## config.mk

```make
export PLATFORM = sky130hd
export DESIGN_NAME = command_line_ctrl
export DESIGN_NICKNAME = d
export VERILOG_FILES = /design/src/rtl/command_line_ctrl.sv
export SDC_FILE = /design/constraint.sdc
export NUM_CORES = 1
export LEC_CHECK = 0
export BUFFER_PORTS_ARGS = -buffer_cell sky130_fd_sc_hd__buf_4
export CAP_MARGIN = 10
export CORE_MARGIN = 2
export CORE_UTILIZATION = 57
export DETAILED_ROUTE_END_ITERATION = 7
export GPL_TIMING_DRIVEN = 0
export PLACE_DENSITY = 0.91
export SYNTH_ARGS = -nofsm -noshare
export SYNTH_HDL_FRONTEND = slang
export SYNTH_SLANG_ARGS = --single-unit
export TNS_END_PERCENT = 100
```

## constraint.sdc

```tcl
create_clock -name clk -period 4.4 [get_ports clk]
set_clock_uncertainty 0.05 [all_clocks]
set_input_delay 0.44 -clock clk [delete_from_list [all_inputs] [get_ports clk]]
set_output_delay 0.44 -clock clk [all_outputs]
set_load 0.02 [all_outputs]
```

## src/rtl/command_line_ctrl.sv

```systemverilog
// Keystroke-driven command line editor with valid/ready command issue.
// Ports: clk, reset(async low), clear, key_ascii/key_valid in; cmd_out,
// cmd_len, cmd_valid/cmd_ready, busy, overflow, dropped.
// Option: CMD_UPCASE_EN folds lowercase letters to uppercase when stored.
module command_line_ctrl #(
  parameter int CMD_CHARS = 5
) (
  input  logic                   clk,
  input  logic                   reset,
  input  logic                   clear,
  input  logic [7:0]             key_ascii,
  input  logic                   key_valid,
  output logic [8*CMD_CHARS-1:0] cmd_out,
  output logic [2:0]             cmd_len,
  output logic                   cmd_valid,
  input  logic                   cmd_ready,
  output logic                   busy,
  output logic                   overflow,
  output logic                   dropped
);

  localparam int W = 8 * CMD_CHARS;

  typedef enum logic [1:0] {
    S_EMPTY,
    S_EDIT,
    S_ISSUE
  } state_t;

  state_t         state, state_n;
  logic [W-1:0]   buf_n;
  logic [2:0]     len_n;
  logic           ovf_n;
  logic           drop_n;
  logic           is_prn;
  logic           is_bs;
  logic           is_ent;
  logic [7:0]     key_st;

  assign is_prn = (key_ascii >= 8'h20) && (key_ascii <= 8'h7E);
  assign is_bs  = (key_ascii == 8'h08);
  assign is_ent = (key_ascii == 8'h0D);

`ifdef CMD_UPCASE_EN
  assign key_st = ((key_ascii >= 8'h61) && (key_ascii <= 8'h7A))
                ? key_ascii - 8'h20 : key_ascii;
`else
  assign key_st = key_ascii;
`endif

  always_comb begin
    state_n = state;
    buf_n   = cmd_out;
    len_n   = cmd_len;
    ovf_n   = overflow;
    drop_n  = dropped;
    if (clear) begin
      state_n = S_EMPTY;
      buf_n   = '0;
      len_n   = '0;
      ovf_n   = 1'b0;
      drop_n  = 1'b0;
    end else begin
      unique case (state)
        S_EMPTY: begin
          if (key_valid && is_prn) begin
            buf_n[W-1 -: 8] = key_st;
            len_n   = 3'd1;
            state_n = S_EDIT;
          end
        end
        S_EDIT: begin
          if (key_valid && is_prn) begin
            if (cmd_len < 3'(CMD_CHARS)) begin
              for (int i = 0; i < CMD_CHARS; i++) begin
                if (3'(i) == cmd_len)
                  buf_n[8*(CMD_CHARS-1-i) +: 8] = key_st;
              end
              len_n = cmd_len + 3'd1;
            end else begin
              ovf_n = 1'b1;
            end
          end else if (key_valid && is_bs) begin
            for (int i = 0; i < CMD_CHARS; i++) begin
              if (3'(i + 1) == cmd_len)
                buf_n[8*(CMD_CHARS-1-i) +: 8] = 8'h00;
            end
            len_n = cmd_len - 3'd1;
            if (cmd_len == 3'd1)
              state_n = S_EMPTY;
          end else if (key_valid && is_ent) begin
            state_n = S_ISSUE;
          end
        end
        S_ISSUE: begin
          // Buffer is frozen; any keystroke here is lost.
          if (key_valid)
            drop_n = 1'b1;
          if (cmd_ready) begin
            buf_n   = '0;
            len_n   = '0;
            state_n = S_EMPTY;
          end
        end
        default: begin
          state_n = S_EMPTY;
          buf_n   = '0;
          len_n   = '0;
        end
      endcase
    end
  end

  always_ff @(posedge clk or negedge reset) begin
    if (!reset) begin
      state     <= S_EMPTY;
      cmd_out   <= '0;
      cmd_len   <= '0;
      cmd_valid <= 1'b0;
      busy      <= 1'b0;
      overflow  <= 1'b0;
      dropped   <= 1'b0;
    end else begin
      state     <= state_n;
      cmd_out   <= buf_n;
      cmd_len   <= len_n;
      cmd_valid <= (state_n == S_ISSUE);
      busy      <= (state_n == S_ISSUE);
      overflow  <= ovf_n;
      dropped   <= drop_n;
    end
  end

endmodule

```

==> flow_summary_export.csv, run 1 <==
group,metric,value,unit
outcome,status,"completed",
critical_path,crit_type,"reg2reg",
power_and_ir_drop,p_leak,1.64,nW
sta,period_share,0.508,
route,drt-total-wl,5120,µm
route,drtIter0Drc,92,
sta,worst_slack,2.17,ns
logic_synthesis,synth_nets,213,
power_and_ir_drop,switching_share,0.258,
route,dr.pass1.iters,4,
sta,setup_violations,0,
global_routing,antenna_found_initial,0,
cells_and_area,multi_input_area,0.00115,mm²
sta,holdWs,0.0843,ns
die,die_h,69.5,µm
critical_path,end_kind,"register",
cells_and_area,area_delta_synth_final,26.3,%
die,start_util,0.602,
cells_and_area,nets,279,
critical_path,cp.arrival,2.37,ns
clocking,cts_buffer_depth,2,
logic_synthesis,yosys_warnings,0,
place,io_buffers,59,
power_and_ir_drop,power_frac_comb,0.169,
cells_and_area,seqCellArea,0.00120,mm²
logic_synthesis,synth-main-ff-cell,"dfrtp_1",
sta,final.min_clock_period,2.23,ns
sta,rsz0062_at_grt,"no",
logic_synthesis,ys_ff_latch,48,
global_routing,grt_pass1_wl,8640,µm
clocking,cts_setup_buffers,0,
logic_synthesis,yosysSeqAreaShare,0.492,
clocking,clk_latency,0.30,ns
route,drc,0,
critical_path,crit_required,4.54,ns
sta,fmax,0.448,GHz
place,gp_congestion,0.843,
logic_synthesis,netlist_area,0.00244,mm²
clocking,cts-root-buf,"clkbuf_8",
power_and_ir_drop,p_sw,262,µW
global_routing,grt_usage,0.225,
clocking,cts_hold_buffers,0,
die,num_rows,23,
sta,fin_tns_setup,0,ns
worst_hold_path,hold_class,"in2async",
critical_path,critPathLaunchType,"register",
sta,worstMarginPinSlew,0.586,ns
die,ios,60,
power_and_ir_drop,p_int,754,µW
place,post-place-ws,2.06,ns
sta,slew_viol_final,0,
place,dp_hpwl,3710,µm
clocking,cts_htree_levels,2,
clocking,cts_resized,0,
logic_synthesis,synth_top_area_cell,"dfrtp_1",
power_and_ir_drop,max-vdd-ir-drop,0.195,mV
route,ant_nets,0,
logic_synthesis,synthCells,194,
global_routing,overflow,0,
sta,hold_violations,0,
logic_synthesis,synth_area_leaders,"dfrtp_1, mux2_4, mux2_2",
route,num_vias,1713,
cells_and_area,final_common_cell,"buf_4",
critical_path,path_max_fanout,8,
cells_and_area,drive_above_1_share,0.448,
clocking,cts_sinks,48,
clocking,cts.clk_slew.worst_paths,0.09,ns
global_routing,grt_max_degree,49,
die,die-area,0.00483,mm²
logic_synthesis,async_flop_share,1.00,
logic_synthesis,netlist.area_leader.share,0.492,
cells_and_area,layout_common_cells,"buf_4, dfrtp_1, nand2_1, mux2_4, mux2_2",
logic_synthesis,avgSynthCellArea,12.6,µm²
logic_synthesis,synth_cell_types,36,
route,wl_per_cell,16.5,µm
power_and_ir_drop,power_density,329,mW/mm²
cells_and_area,diodes,0,
die,die_w,69.5,µm
critical_path,r2r_start,"cmd_len[1]$_DFFE_PN0P_",
sta,slew_headroom,0.609,
clocking,cts_tree,"done",
clocking,cts_buffers,5,
die,core,0.00406,mm²
cells_and_area,fillCellCount,247,
flow_run,drv_cap,0,
power_and_ir_drop,seqPwrFrac,0.457,
critical_path,crit_path_start,"cmd_len[1]$_DFFE_PN0P_",
power_and_ir_drop,power.total,1.02,mW
global_routing,first_global_vias,1744,
logic_synthesis,synth_edf_count,0,
route,vias_per_cell,5.51,
power_and_ir_drop,clkPwrFrac,0.374,
[kinds of logic (layout without fill, tap and decap cells)]
logic type / Yosys count / after routing / synth area share
buffers and inverters: 20 / 87 / 0.0384
adder cells (fa/ha/maj): 6 / 6 / 0.0307
AO/OA/AOI/OAI: 21 / 21 / 0.0870
flip-flops: 48 / 48 / 0.492
XOR/XNOR: 1 / 1 / 0.00358
multiplexers: 41 / 41 / 0.206
AND/OR/NAND/NOR: 57 / 57 / 0.143
[power by group through the flow]
stage | Clock [mW] | Combinational (mW) | Sequential (mW)
after floorplan | 0 | 0.0915 | 0.489
final | 0.380 | 0.171 | 0.465
after CTS | 0.385 | 0.173 | 0.465
after global placement | 0 | 0.166 | 0.473
after detailed placement | 0 | 0.171 | 0.474
after global routing | 0.405 | 0.186 | 0.467
[Yosys cell counts (all sizes together), types with 2 or more instances]
cell     n
mux2    29
nand3    8
o21ai    3
a41o     2
a21oi    7
inv     13
o211a    2
nand4    2
ha       6
o211ai   3
nor2     6
nand2   15
and3     8
nor4     2
and2     5
dfrtp   48
mux2i   12
nor2b    4
or2      4
a31oi    3
buf      6
[critical path, stage by stage, from the launching register on]
cell and delay [ns]:
dfrtp_1 0.43, inv_1 0.16, ha_1 0.20, nor2b_1 0.25, nor2_1 0.10, mux2i_1 0.19, nand4_2 0.34, mux2_2 0.39
[final cells by class]
class                      instances  share of cell area
buffer                             7              0.0146
clock inverter                     3              0.0223
clock buffer                       5              0.0223
multi-input combinational        126               0.372
sequential                        48               0.389
timing repair buffer              59               0.143
tap                               50              0.0203
inverter                          13              0.0158
[flip-flops by register name, summed over array words and instances (netlist names)]
register,cells
dropped,1
busy,1
cmd_out,40
overflow,1
state,2
cmd_len,3
[per-layer routing]
metal | vias to the layer above | part of all wire | global-route usage
met5 | - | 0 | 0
met4 | 0 | 0.019 | 0.0719
met2 | 45 | 0.52 | 0.393
li1 | 807 | - | -
met3 | 8 | 0.042 | 0.0436
met1 | 853 | 0.42 | 0.280
[path summary, 6_finish.rpt]
check                                          end  slack, ns  cells past startpoint
setup / recovery           cmd_out[28]$_DFFE_PN0P_       2.17                      7
hold / removal             cmd_out[21]$_DFFE_PN0P_       0.08                      1
max in group asynchronous  cmd_out[37]$_DFFE_PN0P_       3.82                      1
setup reg to reg           cmd_out[28]$_DFFE_PN0P_       2.17                      7
hold reg to reg            cmd_out[31]$_DFFE_PN0P_       0.44                      1
min in group clk               dropped$_DFFE_PN0P_       0.28                      2
[metrics by stage]
step	instances	util	cell area (µm²)
2_1_floorplan	194	-	2440
3_3_place_gp	303	0.727	2950
3_5_place_dp	303	0.727	2950
4_1_cts	311	0.761	3090
5_1_grt	311	0.761	3090
6_report	311	0.761	3090
Power figures use the tool's default switching activity.
==> run 2, diff against run 1 <==
--- a/config.mk
+++ b/config.mk
@@ -5,13 +5,14 @@
 export SDC_FILE = /design/constraint.sdc
 export NUM_CORES = 1
 export LEC_CHECK = 0
+export ABC_AREA = 1
 export BUFFER_PORTS_ARGS = -buffer_cell sky130_fd_sc_hd__buf_4
 export CAP_MARGIN = 10
 export CORE_MARGIN = 2
-export CORE_UTILIZATION = 57
+export CORE_UTILIZATION = 49
 export DETAILED_ROUTE_END_ITERATION = 7
 export GPL_TIMING_DRIVEN = 0
-export PLACE_DENSITY = 0.91
+export PLACE_DENSITY = 0.83
 export SYNTH_ARGS = -nofsm -noshare
 export SYNTH_HDL_FRONTEND = slang
 export SYNTH_SLANG_ARGS = --single-unit
==> constraint.sdc (replaced) <==
create_clock -name clk -period 1.81 [get_ports clk]
set_clock_uncertainty 0.05 [all_clocks]
set_input_delay 0.181 -clock clk [delete_from_list [all_inputs] [get_ports clk]]
set_output_delay 0.181 -clock clk [all_outputs]
set_load 0.02 [all_outputs]
==> flow_summary_export.csv, run 2 <==
group,metric,value,unit
logic_synthesis,synthAdderAreaFrac,0.0282,
global_routing,grt_max_degree,49,
logic_synthesis,synth_area_leaders,"dfrtp_1, nand2_1, nand3_1",
worst_hold_path,min-delay-start,"clear",
sta,final.min_clock_period,1.68,ns
sta,hold_violations,0,
route,vias_per_cell,5.04,
die,num_rows,26,
power_and_ir_drop,clkPwrFrac,0.318,
route,num_vias,2262,
logic_synthesis,synth_most_common_cell,"nand2_1",
logic_synthesis,synthCells,308,
cells_and_area,seqCellArea,0.00120,mm²
logic_synthesis,synth_top_area_cell,"dfrtp_1",
clocking,cts-root-buf,"clkbuf_8",
logic_synthesis,synth_nets,327,
sta,fmax,0.596,GHz
cells_and_area,largest_reg_flops,40,
global_routing,overflow,0,
logic_synthesis,netlist_area,0.00266,mm²
cells_and_area,multi_input_area,0.00130,mm²
logic_synthesis,async_flop_share,1.00,
die,ios,60,
route,ant_nets,0,
critical_path,rrSetupSlack,0.13,ns
place,dp_hpwl,4470,µm
cells_and_area,drive_above_1_share,0.335,
cells_and_area,area_delta_synth_final,25.6,%
critical_path,r2r_start,"cmd_len[0]$_DFFE_PN0P_",
cells_and_area,post-route-util,0.647,
sta,slew_viol_final,0,
critical_path,cp.arrival,1.82,ns
logic_synthesis,synth_edf_count,0,
route,drt-total-wl,6010,µm
sta,rsz0062_at_grt,"no",
power_and_ir_drop,power_density,711,mW/mm²
sta,period_share,0.927,
place,gp_congestion,0.860,
logic_synthesis,synth_common_cells,"nand2_1, dfrtp_1, nand3_1",
sta,worstMarginPinSlew,0.593,ns
global_routing,antenna_found_initial,0,
cells_and_area,layout_common_cells,"nand2_1, buf_4, dfrtp_1",
die,die_h,77.7,µm
cells_and_area,diodes,0,
logic_synthesis,yosys.area_share.simple,0.394,
route,wl_per_cell,13.4,µm
critical_path,rr_worst_depth,10,
worst_hold_path,hold_end,"dropped$_DFFE_PN0P_",
cells_and_area,nets,397,
clocking,clk_latency,0.29,ns
die,die-area,0.00604,mm²
critical_path,critPathLaunchType,"register",
critical_path,end_kind,"register",
critical_path,path_max_fanout,6,
critical_path,crit_required,1.96,ns
power_and_ir_drop,seqPwrFrac,0.477,
global_routing,first_global_vias,2150,
power_and_ir_drop,p_int,1.70,mW
power_and_ir_drop,max-vdd-ir-drop,0.368,mV
logic_synthesis,yosysSeqAreaShare,0.451,
route,wl_met2,2930,µm
clocking,cts_buffers,5,
flow_run,drv_cap,0,
route,top_layer,"met4",
logic_synthesis,synth-main-ff-cell,"dfrtp_1",
global_routing,grt_pass1_wl,10300,µm
sta,slew_headroom,0.605,
logic_synthesis,netlist.area_leader.share,0.451,
route,wl_met3,318,µm
sta,fin_tns_setup,0,ns
power_and_ir_drop,p_sw,684,µW
cells_and_area,final_common_cell,"nand2_1",
power_and_ir_drop,p_leak,1.85,nW
logic_synthesis,avgSynthCellArea,8.65,µm²
worst_hold_path,holdPathStages,2,
cells_and_area,fillCellCount,459,
clocking,cts_buffer_depth,2,
logic_synthesis,ys_ff_latch,48,
critical_path,crit_type,"reg2reg",
logic_synthesis,synth.area.mux_share,0,
logic_synthesis,synth_top_family_by_area,"simple AND/OR/NAND/NOR gates",
power_and_ir_drop,power_frac_comb,0.205,
route,met1Wirelength,2720,µm
sta,setup_violations,0,
die,core,0.00517,mm²
route,drtIter0Drc,121,
global_routing,grt_usage,0.211,
clocking,cts_sinks,48,
clocking,cts_htree_levels,2,
outcome,status,"completed",
die,start_util,0.515,
logic_synthesis,synth_cell_types,26,
cells_and_area,reg_top3,"cmd_out (40), cmd_len (3), state (2)",
cells_and_area,top_register,"cmd_out",
power_and_ir_drop,switching_share,0.287,
place,io_buffers,59,
clocking,cts.clk_slew.worst_paths,0.09,ns
die,die_w,77.7,µm
route,drc,0,
logic_synthesis,synthXorXnorAreaFrac,0.00658,
logic_synthesis,yosys_warnings,0,
route,dr.pass1.iters,4,
critical_path,r2r_end,"cmd_out[26]$_DFFE_PN0P_",
clocking,cts_tree,"done",
worst_hold_path,hold_class,"in2reg",
logic_synthesis,synth_compound_area_frac,0.0517,
## run 2: changes by cell type after synthesis, sizes merged, moves of 5 or more
cell    delta
nand3     +32
o21bai     +7
mux2i     -12
a21oi      -5
mux2      -29
and2       -5
and3       -8
inv       +17
nor2      +27
nand2    +101
## run 2: power by group through the flow
| stage | clock network, mW | registers [mW] | logic, mW |
|---|---|---|---|
| 6_report | 0.757 | 1.14 | 0.488 |
| 3_3_place_gp | 0 | 1.15 | 0.459 |
| 4_1_cts | 0.772 | 1.13 | 0.477 |
| 2_1_floorplan | 0 | 1.19 | 0.273 |
| 3_5_place_dp | 0 | 1.16 | 0.473 |
| 5_1_grt | 0.838 | 1.14 | 0.540 |
## run 2: worst max path at each step
stage | startpoint | endpoint | slack (ns) | depth (start not counted)
after global routing | cmd_len[0]$_DFFE_PN0P_ | cmd_out[26]$_DFFE_PN0P_ | 0.02 | 10
after floorplan | cmd_len[1]$_DFFE_PN0P_ | cmd_out[24]$_DFFE_PN0P_ | 0.13 | 11
after detailed placement | cmd_len[1]$_DFFE_PN0P_ | cmd_out[24]$_DFFE_PN0P_ | 0.03 | 11
final | cmd_len[0]$_DFFE_PN0P_ | cmd_out[26]$_DFFE_PN0P_ | 0.13 | 10
after global placement | cmd_len[1]$_DFFE_PN0P_ | cmd_out[25]$_DFFE_PN0P_ | 0.07 | 11
after CTS | cmd_len[1]$_DFFE_PN0P_ | cmd_out[24]$_DFFE_PN0P_ | 0.02 | 11
## run 2: kinds of logic (layout without fill, tap and decap cells)
| group | Yosys count | count (layout) |
|---|---|---|
| fa+ha+maj | 6 | 6 |
| compound gates | 20 | 20 |
| xor+xnor | 2 | 2 |
| buf+inv | 36 | 106 |
| flops | 48 | 48 |
| simple gates | 196 | 197 |
## run 2: routing by layer
metal,vias up,global-route usage
met5,-,0
met4,0,0.0375
met3,5,0.0384
met2,66,0.362
met1,1067,0.282
li1,1124,-
## run 2: area by class of cell
type,instances,area share
plain buffers,6,0.0191
repair buffers,62,0.140
inverters,30,0.0359
well taps,70,0.0262
flip-flops and latches,48,0.359
clock buffers,6,0.0217
multi-input cells,225,0.388
clock inverters,2,0.0105
## run 2: worst max-delay path, stage by stage, from the launching register on
cell     delay (ns)
dfrtp_1        0.46
ha_1           0.24
inv_1          0.07
nor2_2         0.04
nor2_2         0.15
nand4_1        0.12
nand2_2        0.15
buf_4          0.14
nor2_4         0.04
nand3_1        0.07
nand2_1        0.05
## run 2: metrics by stage
step / worst slack (ns) / instances / total power, mW / hold WS, ns / cell area [µm²]
2_1_floorplan: 0.125 / 308 / 1.47 / -0.165 / 2660
3_3_place_gp: 0.0728 / 437 / 1.61 / 0.170 / 3190
3_5_place_dp: 0.0290 / 437 / 1.63 / 0.181 / 3190
4_1_cts: 0.0166 / 446 / 2.38 / 0.0194 / 3310
5_1_grt: 0.0157 / 449 / 2.52 / 0.0187 / 3350
6_report: 0.132 / 449 / 2.38 / 0.0231 / 3350
## run 2: repair_timing
action / CTS / global route
gates resized for setup: 0 / 6
setup endpoints to repair: 0 / 15
hold buffers: 1 / 0
endpoints found under the hold margin: 48 / 0
buffers inserted: 0 / 2
==> run 3, diff against run 2 <==
--- a/config.mk
+++ b/config.mk
@@ -6,13 +6,13 @@
 export NUM_CORES = 1
 export LEC_CHECK = 0
 export ABC_AREA = 1
-export BUFFER_PORTS_ARGS = -buffer_cell sky130_fd_sc_hd__buf_4
 export CAP_MARGIN = 10
 export CORE_MARGIN = 2
-export CORE_UTILIZATION = 49
+export CORE_UTILIZATION = 57
 export DETAILED_ROUTE_END_ITERATION = 7
+export DONT_BUFFER_PORTS = 1
 export GPL_TIMING_DRIVEN = 0
-export PLACE_DENSITY = 0.83
+export PLACE_DENSITY = 0.82
 export SYNTH_ARGS = -nofsm -noshare
 export SYNTH_HDL_FRONTEND = slang
 export SYNTH_SLANG_ARGS = --single-unit
==> flow_summary_export.csv, run 3 (synthesis results as in run 2) <==
group,metric,value,unit
sta,hold_violations,1,
route,vias_per_cell,5.46,
global_routing,first_global_vias,2043,
sta,fmax,0.569,GHz
clocking,cts_buffer_depth,2,
sta,slew_headroom,0.749,
route,num_vias,2070,
clocking,cts_buffers,5,
clocking,cts-root-buf,"clkbuf_8",
route,wl_per_cell,15.3,µm
cells_and_area,final_common_cell,"nand2_1",
critical_path,end_kind,"register",
route,drt-total-wl,5780,µm
die,core,0.00441,mm²
cells_and_area,top_register,"cmd_out",
critical_path,rrSetupSlack,0.05,ns
cells_and_area,reg_top3,"cmd_out (40), cmd_len (3), state (2)",
worst_hold_path,hold_class,"in2reg",
cells_and_area,area_delta_synth_final,12.8,%
global_routing,grt_max_degree,49,
critical_path,path_max_fanout,5,
clocking,cts_htree_levels,2,
critical_path,r2r_end,"cmd_out[30]$_DFFE_PN0P_",
critical_path,critPathLaunchType,"register",
outcome,status,"finished with violations",
critical_path,path_common_cell,"nor2_4",
cells_and_area,largest_reg_flops,40,
critical_path,cp.arrival,1.91,ns
critical_path,crit_required,1.96,ns
sta,final.min_clock_period,1.76,ns
cells_and_area,nets,345,
die,die_h,72.4,µm
clocking,clk_latency,0.31,ns
place,io_buffers,0,
global_routing,grt_usage,0.239,
critical_path,crit_type,"reg2reg",
critical_path,crit_family,"simple AND/OR/NAND/NOR gates",
power_and_ir_drop,p_leak,1.58,nW
route,ant_nets,0,
clocking,cts_tree,"done",
outcome,violations,"negative hold slack",
sta,setup_violations,0,
sta,worstMarginPinSlew,0.371,ns
die,ios,60,
cells_and_area,layout_common_cells,"nand2_1, dfrtp_1, nand3_1",
sta,fin_tns_setup,0,ns
cells_and_area,seqCellArea,0.00120,mm²
clocking,cts_sinks,48,
place,gp_congestion,0.834,
global_routing,grt_pass1_wl,9600,µm
critical_path,crit_end,"cmd_out[30]$_DFFE_PN0P_",
global_routing,antenna_found_initial,0,
cells_and_area,diodes,0,
sta,rsz0062_at_grt,"yes",
power_and_ir_drop,max-vdd-ir-drop,0.364,mV
critical_path,r2r_start,"cmd_len[1]$_DFFE_PN0P_",
route,dr.pass1.iters,4,
sta,slew_viol_final,0,
route,drtIter0Drc,130,
place,dp_hpwl,4040,µm
power_and_ir_drop,power_density,763,mW/mm²
route,drc,0,
critical_path,critPathBufInv,3,
critical_path,cpMaxStageDelayCell,"dfrtp_2",
critical_path,rr_worst_depth,11,
sta,holdWs,-0.00134,ns
die,num_rows,24,
global_routing,overflow,0,
die,start_util,0.603,
sta,period_share,0.971,
critical_path,crit_path_start,"cmd_len[1]$_DFFE_PN0P_",
critical_path,slowest_delay,0.50,ns
die,die-area,0.00524,mm²
cells_and_area,multi_input_area,0.00134,mm²
clocking,cts.clk_slew.worst_paths,0.10,ns
cells_and_area,drive_above_1_share,0.248,
cells_and_area,fillCellCount,342,
die,die_w,72.4,µm
critical_path,crit_chain,"inv_4, ha_4, inv_2, nor2_4, nor2_4, nand4_1, nand2_4, nor2_8, buf_4, nand3_1, nand2_1",
cells_and_area,post-route-util,0.681,
critical_path,cp.depth,11,
flow_run,drv_cap,0,
run 3: power breakdown:
| group | leakage [nW] | switching (mW) | internal (mW) |
|---|---|---|---|
| sequential | 0.657 | 0.0783 | 1.11 |
| clock | 0.0434 | 0.381 | 0.310 |
| combinational | 0.879 | 0.257 | 0.158 |
run 3: cell type report:
type,count,area share
Tap cell,52,0.0217
Buffer,6,0.0212
Timing Repair Buffer,10,0.0383
Clock inverter,2,0.00500
Multi-Input combinational cell,225,0.444
Inverter,30,0.0408
Clock buffer,6,0.0275
Sequential cell,48,0.401
run 3: per-layer routing:
layer / share of wire / track usage / up-vias / wire (µm)
li1: - / - / 1013 / -
met1: 0.42 / 0.308 / 965 / 2420
met2: 0.48 / 0.386 / 90 / 2790
met3: 0.095 / 0.0736 / 2 / 547
met4: 0.0031 / 0.0797 / 0 / 18
met5: 0 / 0 / - / 0
run 3: repair_timing:
item	4_1_cts	5_1_grt
hold buffers	4	0
setup endpoints to repair	15	29
resized for setup	4	14
pin swaps	1	6
buffers inserted	0	6
gates cloned	1	0
endpoints found under the hold margin	49	0
run 3: worst min path at each step:
stage | start | endpoint | slack, ns | depth (start not counted)
final | clear | cmd_len[0]$_DFFE_PN0P_ | -0.001 | 3
after CTS | clear | cmd_len[0]$_DFFE_PN0P_ | 0.01 | 3
after floorplan | reset | busy$_DFF_PN0_ | -0.16 | 0
after detailed placement | reset | cmd_out[3]$_DFFE_PN0P_ | -0.16 | 0
after global placement | reset | cmd_out[0]$_DFFE_PN0P_ | -0.16 | 0
after global routing | clear | cmd_len[0]$_DFFE_PN0P_ | 0.01 | 3
run 3: stage by stage:
step                      instances  total power, mW  setup slack [ns]  cell area [µm²]
final                           379             2.29            0.0517             3000
after global routing            379             2.39          -0.00962             3000
after CTS                       373             2.24           0.00142             2900
after detailed placement        360             1.53            -0.120             2730
after global placement          360             1.52           -0.0387             2730
after floorplan                 308             1.47             0.125             2660
run 3: worst register-to-register path, stage by stage, from the launching register on:
cell and delay, ns:
dfrtp_2 0.50, inv_4 0.08, ha_4 0.17, inv_2 0.06
nor2_4 0.04, nor2_4 0.14, nand4_1 0.15, nand2_4 0.15
nor2_8 0.07, buf_4 0.14, nand3_1 0.06, nand2_1 0.05
